## config.mk

```make
export PLATFORM = sky130hd
export DESIGN_NAME = cdc_multi
export DESIGN_NICKNAME = d
export VERILOG_FILES = /design/src/rtl/cdc_pkg.sv /design/src/rtl/cdc_channel.sv /design/src/rtl/cdc_multi.sv
export SDC_FILE = /design/constraint.sdc
export NUM_CORES = 1
export LEC_CHECK = 0
export ABC_AREA = 1
export CAP_MARGIN = 20
export CORE_AREA = 2 2 39 41
export CTS_CLUSTER_SIZE = 14
export DETAILED_ROUTE_END_ITERATION = 7
export DIE_AREA = 0 0 41 43
export PLACE_DENSITY = 0.51
export SYNTH_ARGS = -nofsm -noshare
export SYNTH_HDL_FRONTEND = slang
export SYNTH_SLANG_ARGS = --single-unit
```

## constraint.sdc

```tcl
create_clock -name clk -period 1.5 [get_ports clk]
set_clock_uncertainty 0.1 [all_clocks]
set_input_delay 0.3 -clock clk [delete_from_list [all_inputs] [get_ports clk]]
set_output_delay 0.3 -clock clk [all_outputs]
set_load 0.05 [all_outputs]
```

## src/rtl/cdc_pkg.sv

```systemverilog
// Shared helpers for the multi-channel synchroniser/debouncer.
// Holds the debounce counter width function and the parameter legality
// predicates that each channel checks at elaboration.
package cdc_pkg;

   localparam int SYNC_MIN  = 2;
   localparam int SYNC_MAX  = 4;
   localparam int DEB_MIN   = 1;
   localparam int DEB_MAX   = 255;
   localparam int DELAY_MIN = 2;
   localparam int DELAY_MAX = 8;

   // Width of a counter that must hold values 0..debounce.
   function automatic int cnt_width(input int debounce);
      return (debounce < 1) ? 1 : $clog2(debounce + 1);
   endfunction

   function automatic bit sync_legal(input int syncStages);
      return (syncStages >= SYNC_MIN) && (syncStages <= SYNC_MAX);
   endfunction

   function automatic bit debounce_legal(input int debounce);
      return (debounce >= DEB_MIN) && (debounce <= DEB_MAX);
   endfunction

   function automatic bit delay_legal(input int delayStages);
      return (delayStages >= DELAY_MIN) && (delayStages <= DELAY_MAX);
   endfunction

endpackage

```

## src/rtl/cdc_channel.sv

```systemverilog
// One channel: flop synchroniser, counter debouncer, output delay line,
// edge pulses, sticky edge flags with clear, and a rejected-bounce pulse.
// Every output is driven from registers only, so no path exists from sig_i.
module cdc_channel
   import cdc_pkg::*;
#(
   parameter int SYNC_STAGES  = 2,
   parameter int DEBOUNCE     = 3,
   parameter int DELAY_STAGES = 3,
   parameter bit RESET_VAL    = 1'b0
) (
   input  logic clk,
   input  logic rst,
   input  logic sig_i,
   input  logic evClr_i,
   output logic level_o,
   output logic levelN_o,
   output logic rise_o,
   output logic fall_o,
   output logic evRise_o,
   output logic evFall_o,
   output logic glitch_o
);

   localparam int CW = cnt_width(DEBOUNCE);
   localparam logic [CW-1:0] CNT_LAST = CW'(DEBOUNCE - 1);

   if (!sync_legal(SYNC_STAGES)) begin : gSyncCheck
      $error("cdc_channel: SYNC_STAGES must be 2..4");
   end
   if (!debounce_legal(DEBOUNCE)) begin : gDebCheck
      $error("cdc_channel: DEBOUNCE must be 1..255");
   end
   if (!delay_legal(DELAY_STAGES)) begin : gDelayCheck
      $error("cdc_channel: DELAY_STAGES must be 2..8");
   end

   logic [SYNC_STAGES-1:0]  sync_q, sync_d;
   logic                    stable_q, stable_d;
   logic [CW-1:0]           cnt_q, cnt_d;
   logic                    glitch_q, glitch_d;
   logic [DELAY_STAGES-1:0] line_q, line_d;
   logic                    evRise_q, evRise_d;
   logic                    evFall_q, evFall_d;
   logic                    sample;
   logic                    lineTail;
   logic                    linePrev;

   assign sample   = sync_q[SYNC_STAGES-1];
   assign lineTail = line_q[DELAY_STAGES-1];
   assign linePrev = line_q[DELAY_STAGES-2];

   // Shift chains: the synchroniser takes the raw input, the delay line takes the debounced level.
   always_comb begin
      sync_d = {sync_q[SYNC_STAGES-2:0], sig_i};
      line_d = {line_q[DELAY_STAGES-2:0], stable_q};
   end

   // Debouncer: a disagreeing sample must persist DEBOUNCE times to flip; a short run raises glitch.
   always_comb begin
      stable_d = stable_q;
      cnt_d    = cnt_q;
      glitch_d = 1'b0;
      if (sample != stable_q) begin
         if (cnt_q == CNT_LAST) begin
            stable_d = sample;
            cnt_d    = '0;
         end else begin
            cnt_d = cnt_q + 1'b1;
         end
      end else if (cnt_q != '0) begin
         cnt_d    = '0;
         glitch_d = 1'b1;
      end
   end

   // Sticky flags: a clear drops the flag unless a fresh edge arrives in the same cycle.
   always_comb begin
      evRise_d = (evRise_q & ~evClr_i) | rise_o;
      evFall_d = (evFall_q & ~evClr_i) | fall_o;
   end

   // State register with synchronous reset that overrides clears and edges alike.
   always_ff @(posedge clk) begin
      if (rst) begin
         sync_q   <= {SYNC_STAGES{RESET_VAL}};
         stable_q <= RESET_VAL;
         cnt_q    <= '0;
         glitch_q <= 1'b0;
         line_q   <= {DELAY_STAGES{RESET_VAL}};
         evRise_q <= 1'b0;
         evFall_q <= 1'b0;
      end else begin
         sync_q   <= sync_d;
         stable_q <= stable_d;
         cnt_q    <= cnt_d;
         glitch_q <= glitch_d;
         line_q   <= line_d;
         evRise_q <= evRise_d;
         evFall_q <= evFall_d;
      end
   end

   assign level_o  = lineTail;
   assign levelN_o = ~lineTail;
   assign rise_o   = ~lineTail & linePrev;
   assign fall_o   = lineTail & ~linePrev;
   assign evRise_o = evRise_q;
   assign evFall_o = evFall_q;
   assign glitch_o = glitch_q;

endmodule

```

## src/rtl/cdc_multi.sv

```systemverilog
// Multi-channel synchroniser/debouncer for slow asynchronous inputs
// entering the clk domain. Channels are fully independent instances.
module cdc_multi
   import cdc_pkg::*;
#(
   parameter int               WIDTH        = 1,
   parameter int               SYNC_STAGES  = 2,
   parameter int               DEBOUNCE     = 3,
   parameter int               DELAY_STAGES = 3,
   parameter logic [WIDTH-1:0] RESET_VAL    = '0
) (
   input  logic             clk,
   input  logic             rst,
   input  logic [WIDTH-1:0] i,
   output logic [WIDTH-1:0] o,
   output logic [WIDTH-1:0] o_n,
   output logic [WIDTH-1:0] o_posedge,
   output logic [WIDTH-1:0] o_negedge,
   output logic [WIDTH-1:0] ev_rise,
   output logic [WIDTH-1:0] ev_fall,
   input  logic [WIDTH-1:0] ev_clr,
   output logic [WIDTH-1:0] glitch
);

   if (WIDTH < 1) begin : gWidthCheck
      $error("cdc_multi: WIDTH must be at least 1");
   end

   for (genvar ch = 0; ch < WIDTH; ch++) begin : gChannel
      cdc_channel #(
         .SYNC_STAGES (SYNC_STAGES),
         .DEBOUNCE    (DEBOUNCE),
         .DELAY_STAGES(DELAY_STAGES),
         .RESET_VAL   (RESET_VAL[ch])
      ) uChannel (
         .clk     (clk),
         .rst     (rst),
         .sig_i   (i[ch]),
         .evClr_i (ev_clr[ch]),
         .level_o (o[ch]),
         .levelN_o(o_n[ch]),
         .rise_o  (o_posedge[ch]),
         .fall_o  (o_negedge[ch]),
         .evRise_o(ev_rise[ch]),
         .evFall_o(ev_fall[ch]),
         .glitch_o(glitch[ch])
      );
   end

endmodule

```

==> impl_metrics.yaml <==
run:
  max_cap_viol_count: 0
clock_network:
  clockBufferDepth: 2
  postCtsSetupBuffers: 0
  cts.reportedPaths.clkPinSlew_ns: 0.07
  root_buffer: "clkbuf_4"
  htreeDepth: 1
  insertion_delay_ns: 0.27
  numCtsBuffers: 3
  cts_tree: "done"
  cts_sinks: 11
synthesis:
  yosysSeqAreaShare: 0.5623
  synth_seq_cells: 11
  ys_types: 11
  synth_compound_area_frac: 0.06070
  synth_cells: 49
  synth_fa_ha_area_frac: 0
  syn-num-nets: 53
  synth_top_family_by_area: "simple AND/OR/NAND/NOR gates"
  netlist_area_sq_um: 391.6
  synth-warning-count: 0
  synth_simple_gate_area_frac: 0.2173
  synthMuxAreaShare: 0
  syn_avg_cell_area_sq_um: 7.992
  synth_xor_area_frac: 0
die:
  die_w_um: 41
  die_h_um: 43
  rows: 14
  die-area_sq_um: 1763
  io_pins: 11
  core-area_sq_um: 1384
  start_util: 0.2830
pwr:
  p_leak_uw: 0.0002626
  ir_drop_uv: 427.0
  cellPowerDensity_nw_per_um2: 863.5
setup_path:
  r2r_cells: 3
  worstPathRequired_ns: 1.10
  reg2reg_setup_slack_ns: 0.66
  criticalPathCategory: "reg -> out"
  endpoint_kind: "output pin"
  cp-start-kind: "flop"
  rr_endpoint: "gChannel[0].uChannel.evRise_o$_SDFF_PP0_"
  crit_path_max_fanout: 3
  r2r-start: "gChannel[0].uChannel.line_q[2]$_SDFF_PP0_"
  crit_chain: "clkinvlp_4 -> nand2_2 -> inv_1 -> buf_12"
  cp_slowest_cell: "dfxtp_4"
  max_stage_delay_ns: 0.38
  critPathBufInv: 3
  cp_top_family: "flip-flops"
  worstPathArrival_ns: 1.04
placed_design:
  gp_congestion: 0.7002
  dpl.hpwl_um: 475.1
  place_ws_ns: 0.1368
  io_buffers: 10
sta:
  drv_slew: 0
  setup_tns_ns: 0
  timing.final.ws_setup_ns: 0.06355
  fin_crit_sh: 0.9576
  tightest_slew_ns: 0.3214
  setup_viol: 0
  fin_crit_ns: 1.436
  maxClockFrequency_ghz: 0.6962
  max-slew-margin-rel: 0.7851
  rsz0062_at_grt: "false"
  hold_slack_ns: 0.3049
  hold_viol: 0
final_layout:
  nNetsFinal: 67
  syn_to_final_growth_pct: 54.95
  layout_commonest_cell: "inv_1"
  layout-drive-gt1-share: 0.2742
  final_cell_mix: "11 x inv_1, 10 x dfxtp_1, 8 x nand2_1, 8 x nor2_1, 7 x buf_12"
  antenna_cells: 0
route:
  num_vias: 318
  firstDrtPassIters: 2
  ant_nets: 0
  drc: 0
  wl_per_cell_um: 7.718
  viasPerCell: 4.077
  drtIter0Drc: 1
  wl_um: 602
hold_path:
  min_path_type: "reg -> reg"
  min_from: "gChannel[0].uChannel.line_q[0]$_SDFF_PP0_"
  min_delay_path_depth: 2
  min_to: "gChannel[0].uChannel.line_q[1]$_SDFF_PP0_"
run_status:
  status: "finished clean"
grt:
  grt_pass1_vias: 254
  grt-ovfl-total: 0
  antenna_found_initial: 0
  grt.total_usage: 0.1031
  grt_pass1_wl_um: 1069
  grt_max_degree: 9
-- metal layers --
| metal | track usage | wire length, um | share of wire |
|---|---|---|---|
| met4 | 0.1600 | 46 | 0.076 |
| met3 | 0.03141 | 47 | 0.078 |
| met1 | 0.1118 | 265 | 0.44 |
| met5 | 0 | 0 | 0 |
| met2 | 0.1188 | 243 | 0.40 |
-- power by group --
| part | total [uW] | switching, uW | leakage (uW) | internal (uW) |
|---|---|---|---|---|
| clock network | 201 | 97.6 | 0.0000150 | 103 |
| registers | 296 | 1.81 | 0.0000900 | 294 |
| logic | 27.3 | 13.9 | 0.000158 | 13.4 |
-- worst max-delay path by stage --
stage                                                         start                                          to  cells after the start
final                     gChannel[0].uChannel.line_q[2]$_SDFF_PP0_                                   o_posedge                      4
after global routing      gChannel[0].uChannel.line_q[2]$_SDFF_PP0_                                   o_posedge                      4
after CTS                 gChannel[0].uChannel.line_q[2]$_SDFF_PP0_                                   o_posedge                      4
after detailed placement                                        rst  gChannel[0].uChannel.cnt_q[0]$_SDFFE_PP0P_                      4
after global placement                                          rst    gChannel[0].uChannel.glitch_o$_SDFF_PP0_                      4
after floorplan           gChannel[0].uChannel.line_q[2]$_SDFF_PP0_                                   o_posedge                      3
-- layout make-up --
type / instances / area [sq um]
clock buffers: 4 / 26.28
fillers: 139 / 777.0
inverters: 13 / 55.05
multi-input cells: 24 / 111.4
flip-flops and latches: 11 / 224.0
well taps: 16 / 20.02
repair buffers: 10 / 170.2
-- synth_stat cells (all sizes together) --
master / n / area, sq um
inv: 13 / 51.30
dfxtp: 11 / 220.2
nand2: 10 / 40.04
nor2: 8 / 30.03
a21oi: 4 / 23.77
nand3: 2 / 15.01
buf: 1 / 11.26
-- worst register-to-register path, delay by kind of cell (launching register included) --
kind,cells,cell delay [ns]
DFF,1,0.38
AOI/OAI and AO/OA,1,0.05
and+or+nand+nor,1,0.07
buffers and inverters,1,0.11
-- through the flow --
step                      utilization  power (uW)  std cells  instance area (sq um)
after floorplan                     -       320.3         49                  399.1
after global placement         0.4177       330.4         74                  578.1
after detailed placement       0.4177       330.5         74                  578.1
after CTS                      0.4367       528.0         78                  604.3
after global routing           0.4385       548.5         78                  606.8
final                          0.4385       524.0         78                  606.8
-- flip-flops by register name (all words and copies together) (netlist names) --
| name | count |
|---|---|
| gChannel.uChannel.sync_q | 2 |
| gChannel.uChannel.stable_q | 1 |
| gChannel.uChannel.evRise_o | 1 |
| gChannel.uChannel.evFall_o | 1 |
| gChannel.uChannel.line_q | 3 |
| gChannel.uChannel.cnt_q | 2 |
| gChannel.uChannel.glitch_o | 1 |
-- kinds of logic after synthesis --
kind of cell	Yosys count
AND/OR/NAND/NOR	20
buffers and inverters	14
flip-flops	11
AO/OA/AOI/OAI	4
-- what timing repair did --
item / CTS / global route
hold endpoints to repair: 0 / 0
endpoints found under the setup margin: 0 / 1
resized for setup: 0 / 1
hold buffers: 0 / 0
Note: power is estimated with default switching activity, not from simulation.
